## src/rtl/svm_stream_feeder.sv

```systemverilog
// Burst reader: streams len words from a 1-cycle-latency BRAM onto the SVM sdata/svalid/sready port.
// Optional macro SVM_FEEDER_LAST_EN adds an slast output marking the final beat of each burst.
//
// state  | meaning
// IDLE   | waiting for start; captures base_addr/len
// RUN    | issuing reads and streaming beats
// DONE   | one-cycle done pulse, then back to IDLE
module svm_stream_feeder #(
  parameter int WIDTH  = 16,
  parameter int ADDR_W = 16,
  parameter int LEN_W  = 16
) (
  input  logic              clk,
  input  logic              reset,
  input  logic              start,
  input  logic [ADDR_W-1:0] base_addr,
  input  logic [LEN_W-1:0]  len,
  output logic              busy,
  output logic              done,
  output logic [ADDR_W-1:0] mem_addr,
  output logic              mem_en,
  input  logic [WIDTH-1:0]  mem_rdata,
  output logic [WIDTH-1:0]  sdata,
  output logic              svalid,
  input  logic              sready
`ifdef SVM_FEEDER_LAST_EN
  ,
  output logic              slast
`endif
);

  typedef enum logic [1:0] {S_IDLE, S_RUN, S_DONE} state_t;

  state_t            state;
  logic [ADDR_W-1:0] base_r;
  logic [LEN_W-1:0]  len_r;
  logic [LEN_W-1:0]  issued;
  logic [LEN_W-1:0]  accepted;
  logic              inflight;
  logic [WIDTH-1:0]  buf_q [2];
  logic [1:0]        cnt;
  logic              rd_ptr;
  logic              wr_ptr;

  logic       hs;
  logic       issue;
  logic       push;
  logic       pop_buf;
  logic       final_beat;
  logic [1:0] occ;

  // Returning read data is visible on the stream in the same cycle it arrives,
  // so the in-flight slot acts as the third view of the 2-entry buffer.
  always_comb begin
    occ        = cnt + 2'(inflight);
    svalid     = (cnt != 2'd0) || inflight;
    if (cnt != 2'd0)
      sdata = buf_q[rd_ptr];
    else if (inflight)
      sdata = mem_rdata;
    else
      sdata = '0;
    hs         = svalid && sready;
    issue      = (state == S_RUN) && (issued < len_r) && ((occ != 2'd2) || hs);
    mem_en     = issue;
    mem_addr   = issue ? (base_r + ADDR_W'(issued)) : '0;
    pop_buf    = hs && (cnt != 2'd0);
    push       = inflight && !(hs && (cnt == 2'd0));
    final_beat = hs && (accepted == len_r - LEN_W'(1));
  end

`ifdef SVM_FEEDER_LAST_EN
  assign slast = svalid && (accepted == len_r - LEN_W'(1));
`endif

  always_ff @(posedge clk) begin
    if (reset) begin
      state    <= S_IDLE;
      busy     <= 1'b0;
      done     <= 1'b0;
      base_r   <= '0;
      len_r    <= '0;
      issued   <= '0;
      accepted <= '0;
      inflight <= 1'b0;
      cnt      <= 2'd0;
      rd_ptr   <= 1'b0;
      wr_ptr   <= 1'b0;
    end else begin
      inflight <= issue;
      cnt      <= cnt + 2'(push) - 2'(pop_buf);
      if (push)
        wr_ptr <= ~wr_ptr;
      if (pop_buf)
        rd_ptr <= ~rd_ptr;
      case (state)
        S_IDLE: begin
          if (start) begin
            base_r   <= base_addr;
            len_r    <= len;
            issued   <= '0;
            accepted <= '0;
            busy     <= 1'b1;
            if (len == '0) begin
              state <= S_DONE;
              done  <= 1'b1;
            end else begin
              state <= S_RUN;
            end
          end
        end
        S_RUN: begin
          if (issue)
            issued <= issued + LEN_W'(1);
          if (hs)
            accepted <= accepted + LEN_W'(1);
          if (final_beat) begin
            state <= S_DONE;
            done  <= 1'b1;
          end
        end
        S_DONE: begin
          state <= S_IDLE;
          busy  <= 1'b0;
          done  <= 1'b0;
        end
        default: state <= S_IDLE;
      endcase
    end
  end

  always_ff @(posedge clk) begin
    if (push)
      buf_q[wr_ptr] <= mem_rdata;
  end

endmodule

```

## config.mk

```make
export PLATFORM = sky130hd
export DESIGN_NAME = svm_stream_feeder
export DESIGN_NICKNAME = d
export VERILOG_FILES = /design/src/rtl/svm_stream_feeder.sv
export SDC_FILE = /design/constraint.sdc
export NUM_CORES = 1
export LEC_CHECK = 0
export BUFFER_PORTS_ARGS = -buffer_cell sky130_fd_sc_hd__clkbuf_2
export CELL_PAD_IN_SITES_DETAIL_PLACEMENT = 2
export CELL_PAD_IN_SITES_GLOBAL_PLACEMENT = 2
export CORE_ASPECT_RATIO = 0.5
export CORE_MARGIN = 2
export CORE_UTILIZATION = 35
export DETAILED_ROUTE_END_ITERATION = 7
export PLACE_DENSITY_LB_ADDON = 0.2
export SLEW_MARGIN = 15
export SYNTH_ARGS = -nofsm -noshare
export SYNTH_HDL_FRONTEND = slang
export SYNTH_SLANG_ARGS = --single-unit
```

## constraint.sdc

```tcl
create_clock -name clk -period 4.08 [get_ports clk]
set_input_delay 0.612 -clock clk [delete_from_list [all_inputs] [get_ports clk]]
set_output_delay 0.612 -clock clk [all_outputs]
set_load 0.05 [all_outputs]
```

======== Yosys cells after proc, flatten, opt, wreduce, memory -nomap -nowiden ========
Memory sizes are Yosys's and may differ from the RTL's. A register that Yosys moved wholly into a read port is not among the register bits.
Index checks and enable logic that the tools add are counted.
W data, S select, Z words.
cells by class
  add/subtract/negate cells ............... 7
  order comparisons ....................... 1
  equality and inequality tests ........... 9
  mux-type cells .......................... 22
  bitwise logic cells ..................... 2
  reduce and logical (&&, ||, !) cells .... 23
operators by type and width
  cell                     count
  $mux W16                 6
  $pmux W16 S2             2
  $add A16 B1 Y16 const B  2
  $add A16 B16 Y16         1
  $eq A16 B16 Y1           1
  $logic_not A16 Y1        1
  $lt A16 B16 Y1           1
  $sub A16 B1 Y16 const B  1
  $ne A2 B2 Y1 const B     6
  $mux W1                  8
  $logic_and A1 B1 Y1      7
  $mux W2                  3
  $reduce_and A2 Y1        3
  $reduce_and A3 Y1        2
  $reduce_bool A2 Y1       3
  $add A2 B1 Y2            2
  $logic_not A2 Y1         2
  $pmux W2 S2              1
  $reduce_and A4 Y1        1
  $pmux W1 S3              1
  $reduce_bool A3 Y1       1
  $eq A2 B1 Y1 const B     1
  $eq A2 B2 Y1 const B     1
  $logic_or A1 B1 Y1       2
  4 further kinds          5
word-level totals
  register bits ........................... 73
  bits in writable memories ............... 32
  input port bits ......................... 52
  output and inout bits ................... 36
  word-level logic and storage cells ...... 76
  memories kept ........................... 1
memories
  memory  words  width  read ports  clocked after Yosys merged registers in  write ports  RTL line  RTL
  buf_q   2      16     1           1                                        1            40        logic [WIDTH-1:0] buf_q [2];

======== Longest topological paths before layout ========
Gate-level depths: netlist (run 1).
  depth after elaboration ................. 8
  gate-level depth with buffers ........... 12
  mapped depth without buffers ............ 11

======== Least setup slack after synthesis (run 1) ========
No wires, ideal clock.
  kind .................................... register to output
  start point ............................. register len_r[5]
  end point ............................... output port mem_addr[4]
  data arrival time ....................... 3133 ps
  required time ........................... 3468 ps
  setup slack ............................. 335 ps
  cell stages (with the launch flop) ...... 12
  path buffers ............................ 2
  cell sequence ........................... dfxtp_1 -> buf_2 -> inv_1 -> ha_1 -> a21o_1 -> a21o_1 -> a21oi_1 -> o31a_1 -> o21ai_1 -> a221o_1 -> clkbuf_1 -> a211oi_1
between the ends
  cells in the longest elaborated chain, start to end .. 4
ends and longest elaborated chain
  what                               RTL line  RTL
  start: declaration                 36        logic [LEN_W-1:0] len_r;
  start signal: assignment           100       len_r <= len;
  $lt A16 B16 Y1                     64        issue = (state == S_RUN) && (issued < len_r) && ((occ != 2'd2) || hs);
  $logic_and A1 B1 Y1 (2 in series)  64
  $mux W16                           66        mem_addr = issue ? (base_r + ADDR_W'(issued)) : '0;
  end: declaration                   20        output logic [ADDR_W-1:0] mem_addr,
No other way between the ends.

======== Worst setup path after layout (run 1) ========
Same ends and word-level chain as after synthesis.

==> results of run 1 <==
[worst max-delay path, delay by kind of cell, from the launching register on]
family                     cells  cell delay, ns
AOI/OAI and AO/OA              7            1.57
buffers and inverters          2            0.47
adders and majority gates      1            0.34
DFF                            1            0.50
[Yosys cell counts (17+ instances only)]
cell type	count	area share, %
o21ai_0	35	2.8
edfxtp_1	32	15
a21oi_1	64	5.1
xnor2_1	27	3.8
nand2_1	104	6.3
xor2_1	17	2.4
nand3_1	31	2.5
ha_1	39	7.8
dfxtp_1	74	24
clkbuf_1	29	1.7
inv_1	29	1.7
nor2_1	61	3.7
mux2i_1	19	3.1
[worst min-delay path by stage]
stage | cells past startpoint | start | slack, ns | to
final | 2 | base_r[7] | 0.46 | base_r[7]
after global routing | 1 | mem_rdata[15] | 0.46 | buf_q[0][15]
after global placement | 2 | base_r[9] | 0.45 | base_r[9]
after CTS | 1 | mem_rdata[15] | 0.45 | buf_q[0][15]
after detailed placement | 2 | base_r[7] | 0.46 | base_r[7]
after floorplan | 2 | base_r[0] | 0.44 | base_r[0]
[layout make-up]
| class | count | area share (%) |
|---|---|---|
| Sequential cell | 106 | 34.0 |
| Inverter | 29 | 1.51 |
| Tap cell | 234 | 4.07 |
| Clock inverter | 6 | 0.697 |
| Multi-Input combinational cell | 556 | 49.2 |
| Clock buffer | 10 | 3.19 |
| Timing Repair Buffer | 99 | 7.31 |
[cell families (layout without fill, tap and decap cells)]
family	after synthesis	in the layout	share of synthesized area [%]
and+or+nand+nor	283	283	21.8
AOI/OAI and AO/OA	169	169	17.0
DFF	106	106	39.2
buffers and inverters	67	144	4.39
xor gates and xnor gates	44	44	6.18
adders and majority gates	40	40	8.15
muxes	20	20	3.23
[layout by cell type (no fill, tap or decap), types with 6 or more instances in the layout]
cell       synthesis  layout
nor2b_1            7       7
a21oi_1           64      64
clkbuf_16          0       9
and3_1            10      10
mux2i_1           19      19
or3_1              9       9
nand3_1           31      31
ha_1              39      39
buf_4              0      12
a21o_1            14      14
xnor2_1           27      27
nor4_1             7       7
nand2b_1           8       8
clkbuf_2           0      87
nand4_1           14      14
o21ai_0           35      34
edfxtp_1          32      32
dfxtp_1           74      74
nor3_1            10      10
nand2_1          104     104
a211oi_1          11      11
and2_1             6       6
nor2_1            61      60
a31oi_1            8       8
xor2_1            17      17
inv_1             29      29
[power by group through the flow]
stage               registers, W  clock network (W)  logic [W]
detailed placement       0.00139                  0    0.00204
CTS                      0.00137           0.000874    0.00206
global placement         0.00138                  0    0.00198
floorplan                0.00133                  0    0.00154
finish                   0.00137           0.000849    0.00204
global route             0.00139           0.000922    0.00224
[registers in the layout, indices dropped and copies added (netlist names), named ones only]
register / cells
buf_q: 32
accepted: 16
base_r: 16
issued: 16
len_r: 16
cnt: 2
state: 2
busy: 1
done: 1
inflight: 1
rd_ptr: 1
wr_ptr: 1
[layer usage]
layer / track usage, % / part of all wire [%] / vias up
met5: 0 / 0 / -
met4: 3.64 / 0.65 / 0
met3: 2.88 / 2.3 / 10
met2: 36.5 / 49 / 64
met1: 27.0 / 48 / 2754
li1: - / - / 2746
[through the flow]
step	setup slack, ns	total power (W)
2_1_floorplan	0.335	0.00287
3_3_place_gp	0.625	0.00336
3_5_place_dp	0.439	0.00344
4_1_cts	0.0259	0.00430
5_1_grt	0.00409	0.00456
6_report	0.249	0.00426
==> impl_metrics.tcl, run 1 <==
set metrics [dict create \
    cts_buffer_depth 2 \
    via_per_inst 5.36 \
    routed_wl_mm 19.0 \
    antenna_left 0 \
    die_w_um 193 \
    rows 34 \
    diodes 0 \
    wl_per_cell_um 18.3 \
    cts-htree-levels 3 \
    p_leak_nw 2.95 \
    cpMostUsedCell "a21o_1" \
    crit_start "len_r[5]" \
    post_cts_buffers 0 \
    ctsHoldBuffers 0 \
    port_buffers 87 \
    swShare_pct 47.2 \
    cp_slowest_stage_delay_ns 0.51 \
    ff_latch_area_sq_um 2440 \
    numCtsBuffers 9 \
    crit_path_end_kind "output port" \
    cp-start-kind "flop" \
    fin_crit_sh_pct 93.9 \
    setup_viol 0 \
    grt_max_degree 46 \
    grt.total_usage_pct 20.6 \
    dieArea_sq_um 19000 \
    dp_cells 1024 \
    grt_pass1_wl_mm 31.0 \
    syn_to_final_growth_pct 15.3 \
    grt_pass1_vias 5999 \
    clkPwrFrac_pct 19.9 \
    grt_overflow_total 0 \
    tightest_slew_ns 0.964 \
    timing.final.max_slew_violations 0 \
    clk_latency_ns 0.35 \
    vias 5574 \
    cpMaxStageDelayCell "a221o_4" \
    cts-root-buf "clkbuf_16" \
    drive_gt1_share_pct 16.0 \
    crit_path_end "mem_addr[4]" \
    rsz0062_at_grt "no" \
    start_util_pct 35.8 \
    cp.arrival_ns 3.22 \
    r2r_slack_ns 0.69 \
    hold_ws_ns 0.464 \
    hold_class "reg2reg" \
    place_hpwl_mm 14.5 \
    die_y_um 98.4 \
    fin_util_pct 41.3 \
    vdd_drop_max_mv 0.277 \
    critPathRequiredTime_ns 3.47 \
    drt_iter0_drc 233 \
    pin_count 88 \
    postSynthCellCount 729 \
    synthFlopType "dfxtp_1" \
    combPwrFrac_pct 47.9 \
    cts_tree "yes" \
    powerDensity_nw_per_um2 593 \
    cts_resized 0 \
    num-fill-cells 2007 \
    report.final.hold_viol_count 0 \
    switchingPower_w 0.00201 \
    async_flop_share_pct 0 \
    syn_nets 821 \
    first_pass_iters 4 \
    path_max_fanout 17 \
    core_area_sq_um 17400 \
    skew_ns 0.0117 \
    r2r-start "len_r[0]" \
    reg2reg_depth 10 \
    ys_seq_elements 106 \
    postLayoutCellArea_sq_um 7190 \
    clock.fmax_mhz 261 \
    seq_area_frac_synth_pct 39.2 \
    pwr-share-seq_pct 32.1 \
    ys_types 63 \
    syn_avg_cell_area_sq_um 8.55 \
    postPlaceCellArea_sq_um 6890 \
    instances_no_fill 1040 \
    routabilityCongestion 0.775 \
    synth_edf_count 32 \
    internal_power_w 0.00225 \
    finalNetCount 893 \
    timing.rr.end "done" \
    crit_chain "inv_1, ha_1, a21o_1, a21o_1, a21oi_1, o31a_1, o21ai_1, a221o_4, a211oi_1, clkbuf_2" \
    cts_sinks 106 \
    drc_errors 0 \
    cap_violations 0 \
    multiInputGateArea_sq_um 3540 \
    status "finished clean" \
    synth_warnings 0 \
    fin_setup_tns_ns 0 \
    antenna_found_initial 0 \
    crit_type "reg2out" \
    period_minus_slack_ns 3.83 \
    slew_headroom_pct 35.7 \
    clk_pin_slew_ns 0.08 \
    netlist_area_sq_um 6230 \
]
No activity file was read; power rests on OpenSTA's default activity.
==> run 2: changes to the inputs <==
CORE_UTILIZATION = 31   (was 35)
clock period = 3.33 ns   (was 4.08 ns; I/O delays follow)
==> run 2 against run 1 <==
Net effect:
- die area rose by 12%
- setup slack worse by 0.24 ns
- highest routed layer unchanged
- largest power group unchanged
- critical path depth rose by 3
==> impl_metrics.tcl, run 2 (synthesis gave the netlist of run 1 again) <==
set metrics [dict create \
    pre_cts_ws_ns 0.104 \
    wl_met2_mm 9.80 \
    rsz0062_at_grt "yes" \
    grt_overflow_total 0 \
    core_area_sq_um 19600 \
    place_hpwl_mm 15.1 \
    dp_cells 1085 \
    r2r-start "len_r[1]" \
    fin_crit_sh_pct 99.6 \
    drc_errors 0 \
    cp-start-kind "flop" \
    r2r_slack_ns 0.20 \
    diodes 0 \
    cp.arrival_ns 2.82 \
    grt.total_usage_pct 19.4 \
    report.final.hold_viol_count 0 \
    routed_wl_mm 20.3 \
    cap_violations 0 \
    status "finished clean" \
    fin_util_pct 40.4 \
    tightest_slew_ns 0.988 \
    routed-wl-met3_um 635 \
    cts_sinks 106 \
    hold_ws_ns 0.347 \
    grt_pass1_wl_mm 32.7 \
    worstHoldEndpoint "buf_q[0][0]" \
    p_leak_nw 3.21 \
    wl_per_cell_um 18.2 \
    instances_no_fill 1113 \
    via_per_inst 5.17 \
    hold_class "in2reg" \
    drt_iter0_drc 211 \
    largest_reg_flops 32 \
    cts-htree-levels 3 \
    clk_latency_ns 0.37 \
    hold_depth 1 \
    final_common_cell "nand2_1" \
    slew_headroom_pct 34.0 \
    dieArea_sq_um 21300 \
    numCtsBuffers 9 \
    num-fill-cells 2229 \
    antenna_left 0 \
    die_y_um 104 \
    cts_buffer_depth 2 \
    min_from "mem_rdata[0]" \
    cts_tree "yes" \
    reg2reg_depth 12 \
    timing.final.max_slew_violations 0 \
    vias 5749 \
    first_pass_iters 4 \
    fin_ws_ns 0.0135 \
    final_cell_mix "nand2_1 (104), clkbuf_2 (71), dfxtp_1 (69)" \
    cts-root-buf "clkbuf_16" \
    clk_pin_slew_ns 0.08 \
    skew_ns 0.00925 \
    path_max_fanout 3 \
    setup_viol 0 \
    port_buffers 87 \
    finalNetCount 934 \
    critPathRequiredTime_ns 2.83 \
    fin_setup_tns_ns 0 \
    antenna_found_initial 0 \
    max_flop_register "buf_q" \
    grt_pass1_vias 6135 \
    pin_count 88 \
    top_layer "met4" \
    crit_type "reg2out" \
    powerDensity_nw_per_um2 700 \
    rows 36 \
    drive_gt1_share_pct 24.9 \
    multiInputGateArea_sq_um 3700 \
    wl_met1_mm 9.69 \
    start_util_pct 31.8 \
    crit_path_end_kind "output port" \
    routabilityCongestion 0.760 \
    clock.fmax_mhz 302 \
    timing.rr.end "done" \
    vdd_drop_max_mv 0.280 \
    ff_latch_area_sq_um 2450 \
    grt_max_degree 48 \
    die_w_um 205 \
    period_minus_slack_ns 3.32 \
    syn_to_final_growth_pct 26.9 \
]
==> run 2: cell types whose count changed in the layout (fill, tap and decap cells not counted), moves of 5 or more <==
cell and delta:
buf_12 +11, buf_4 +40, clkbuf_2 -16, dfxtp_1 -5
dfxtp_2 +5, nor2_1 -10, nor2_2 +7
==> run 2: power by group <==
part / total [W] / switching, W / internal [W]
Sequential: 0.00163 / 0.000146 / 0.00149
Combinational: 0.00284 / 0.00191 / 0.000930
Clock: 0.00107 / 0.000548 / 0.000521
==> run 2: critical path, cell delays in order (launching register included) <==
cell     delay, ns
dfxtp_2       0.34
ha_4          0.17
inv_2         0.06
fa_2          0.23
nor2b_4       0.05
o31a_1        0.31
o31a_1        0.35
o21ai_2       0.18
o21ai_2       0.10
buf_4         0.14
buf_4         0.13
xnor2_2       0.15
nor2_4        0.12
buf_12        0.14
==> run 2: worst max-delay path by stage <==
stage              start           end  cells after the start
2_1_floorplan   len_r[5]   mem_addr[4]                     11
3_3_place_gp   base_r[0]  mem_addr[14]                     12
3_5_place_dp    len_r[1]          done                     12
4_1_cts        base_r[0]  mem_addr[14]                     12
5_1_grt        issued[0]  mem_addr[14]                     12
6_report       issued[0]  mem_addr[12]                     13
==> run 2: routing by layer <==
layer | GRT usage, % | up-vias
met4 | 3.78 | 0
met1 | 25.1 | 2845
li1 | - | 2823
met3 | 3.41 | 13
met2 | 34.0 | 68
met5 | 0 | -
==> run 2: layout make-up <==
| class | count | share of cell area (%) |
|---|---|---|
| multi-input combinational | 556 | 46.8 |
| clock inverter | 7 | 0.727 |
| sequential | 106 | 30.9 |
| tap | 266 | 4.21 |
| inverter | 29 | 1.38 |
| clock buffer | 9 | 2.85 |
| timing repair buffer | 140 | 13.1 |
==> run 2: per-stage QoR <==
step                      cell area (sq um)  total power, W
final                                  7910         0.00554
after CTS                              7750         0.00557
after floorplan                        6260         0.00353
after global routing                   7910         0.00592
after detailed placement               7340         0.00441
after global placement                 7340         0.00432
==> run 2: what timing repair did <==
item / CTS / global route
hold buffers: 0 / 0
buffers inserted: 6 / 6
pin swaps: 3 / 17
gates resized for setup: 24 / 28
setup endpoints to repair: 15 / 20
==> run 3: changes to the inputs <==
ABC_AREA = 1   (was default)
CORE_UTILIZATION = 30   (was 31)
==> run 3 against run 2 <==
Net effect:
- first-iteration DRC count fell by 25%
- clock-buffer cell count did not move
- critical path type unchanged
- synthesized area grew 2.3%
- power is 3.8% lower
- final cell count up 12%
- register-to-register slack improved by 0.45 ns
- largest cell class unchanged
- critical path depth increased by 3
- setup slack better by 0.19 ns
- highest routed layer unchanged
- die area rose by 5.5%
- worst hold slack got worse by 0.014 ns
- synthesized cell count is 20% higher
- global-route usage grew 0.37 points
==> impl_metrics.tcl, run 3 <==
set metrics [dict create \
    status "finished clean" \
    antenna_found_initial 0 \
    vdd_drop_max_mv 0.265 \
    pin_count 88 \
    synthFlopType "dfxtp_1" \
    ff_latch_area_sq_um 2450 \
    multiInputGateArea_sq_um 3490 \
    synth_common_cells "nand2_1 (145), nor2_1 (130), o21ai_0 (92), inv_1 (89), a21oi_1 (81)" \
    rows 37 \
    slew_headroom_pct 57.3 \
    postPlaceCellArea_sq_um 7160 \
    cts_buffer_depth 2 \
    port_buffers 87 \
    first_pass_iters 4 \
    numCtsBuffers 9 \
    crit_type "reg2out" \
    cts-htree-levels 3 \
    routed_wl_mm 21.4 \
    vias 6331 \
    max_flop_register "buf_q" \
    drt_iter0_drc 159 \
    cp.arrival_ns 2.63 \
    cts_tree "yes" \
    synth_warnings 0 \
    wl_per_cell_um 17.2 \
    num-fill-cells 2442 \
    drc_errors 0 \
    synth_edf_count 32 \
    final_common_cell "nand2_1" \
    grt_pass1_vias 6867 \
    clock.fmax_mhz 320 \
    dp_cells 1227 \
    routabilityCongestion 0.787 \
    skew_ns 0.0124 \
    hold_class "in2reg" \
    fin_util_pct 36.2 \
    place_hpwl_mm 16.6 \
    clk_latency_ns 0.37 \
    ys_types 44 \
    syn_nets 970 \
    period_minus_slack_ns 3.13 \
    netlist_area_sq_um 6380 \
    synth_top_area_share_pct 23.2 \
    cap_violations 0 \
    path_max_fanout 6 \
    crit_path_end_kind "output port" \
    fin_crit_sh_pct 94.0 \
    core_area_sq_um 20700 \
    report.final.hold_viol_count 0 \
    start_util_pct 30.8 \
    seq_area_frac_synth_pct 38.3 \
    cts-root-buf "clkbuf_16" \
    clk_pin_slew_ns 0.08 \
    yosysTopAreaCell "dfxtp_1" \
    powerDensity_nw_per_um2 711 \
    grt_pass1_wl_mm 35.3 \
    fin_setup_tns_ns 0 \
    postSynthCellCount 878 \
    final_cell_mix "nand2_1 (143), nor2_1 (128), o21ai_0 (92)" \
    drive_gt1_share_pct 15.2 \
    cp-start-kind "flop" \
    synth.most_common_cell "nand2_1" \
    die_w_um 210 \
    ys_seq_elements 106 \
    p_leak_nw 3.23 \
    diodes 0 \
    dieArea_sq_um 22500 \
    timing.final.max_slew_violations 0 \
    synthTopCellsByArea "dfxtp_1 (23%), edfxtp_1 (15%), nand2_1 (8.5%), ha_1 (7.7%), nor2_1 (7.7%)" \
    postLayoutCellArea_sq_um 7500 \
    async_flop_share_pct 0 \
    grt_max_degree 50 \
    grt.total_usage_pct 19.8 \
    cts_sinks 106 \
    setup_viol 0 \
    syn_to_final_growth_pct 17.6 \
    largest_reg_flops 32 \
    tightest_slew_ns 0.635 \
    antenna_left 0 \
    critPathRequiredTime_ns 2.83 \
    power_w 0.00533 \
    grt_overflow_total 0 \
    die_y_um 107 \
    finalNetCount 1058 \
    instances_no_fill 1244 \
    rsz0062_at_grt "yes" \
    syn_avg_cell_area_sq_um 7.26 \
    via_per_inst 5.09 \
]
-- run 3: cell types whose count changed after synthesis, moves of 8 or more --
cell / previous run / this run
nor2_1: 61 / 130
inv_1: 29 / 89
o21ai_0: 35 / 92
nand2_1: 104 / 145
nand3_1: 31 / 68
mux2i_1: 19 / 0
a21oi_1: 64 / 81
xnor2_1: 27 / 11
a21o_1: 14 / 2
and3_1: 10 / 0
clkbuf_1: 29 / 20
or3_1: 9 / 0
a211oi_1: 11 / 3
nand2b_1: 8 / 0
-- run 3: layout make-up --
cell class | instances | share of cell area [%]
clock buffers | 9 | 3.00
clock inverters | 7 | 1.00
inverters | 93 | 4.72
multi-input cells | 653 | 46.5
flip-flops and latches | 106 | 32.7
well taps | 273 | 4.56
repair buffers | 103 | 7.54
-- run 3: through the flow --
stage | hold WS [ns] | worst slack [ns]
after global placement | 0.436 | 0.376
after CTS | 0.326 | 0.0217
after global routing | 0.327 | -0.0372
final | 0.333 | 0.201
after floorplan | 0.426 | 0.161
after detailed placement | 0.457 | 0.274
-- run 3: layer usage --
layer,routed length (um),global-route usage [%]
met5,0,0
met4,131,3.29
met3,397,2.72
met2,10700,36.5
met1,10200,25.0
-- run 3: power breakdown --
group	switching (W)	total (W)	internal (W)
clock	0.000573	0.00111	0.000535
sequential	0.000162	0.00169	0.00153
combinational	0.00184	0.00253	0.000687
total	0.00258	0.00533	0.00275
-- run 3: cells by family (layout without fill, tap and decap cells) --
family	after synthesis	in the layout	share of synthesized area (%)
AND/OR/NAND/NOR	391	391	26.4
AO/OA/AOI/OAI	193	193	16.1
buffers and inverters	119	212	7.26
flip-flops	106	106	38.3
adder cells (fa/ha/maj)	40	40	7.97
XOR/XNOR	29	29	3.98
-- run 3: worst max-delay path: stages (launching register included) --
cell	delay, ns
dfxtp_4	0.38
ha_2	0.19
inv_1	0.06
fa_2	0.34
nor2_2	0.13
o21ai_0	0.08
nand2_1	0.11
nand3_1	0.09
nand2_2	0.10
nand3_1	0.09
nand2_2	0.09
nand2_1	0.06
nand2_1	0.07
xor2_1	0.15
inv_1	0.06
nor2_2	0.11
buf_8	0.15
-- run 3: final timing paths --
kind	start	endpoint	slack, ns	depth (start not counted)
worst max-delay path	issued[0]	mem_addr[10]	0.20	16
worst min-delay path	mem_rdata[0]	buf_q[1][0]	0.33	1
worst max register to register	len_r[3]	issued[8]	0.65	13
worst min register to register	rd_ptr	rd_ptr	0.48	1
-- run 3: repair_timing --
| item | in CTS | in global routing |
|---|---|---|
| pin swaps | 1 | 1 |
| resized for setup | 3 | 14 |
| hold endpoints to repair | 0 | 0 |
| buffers inserted | 1 | 0 |
| endpoints found under the setup margin | 3 | 11 |
| hold buffers | 0 | 0 |
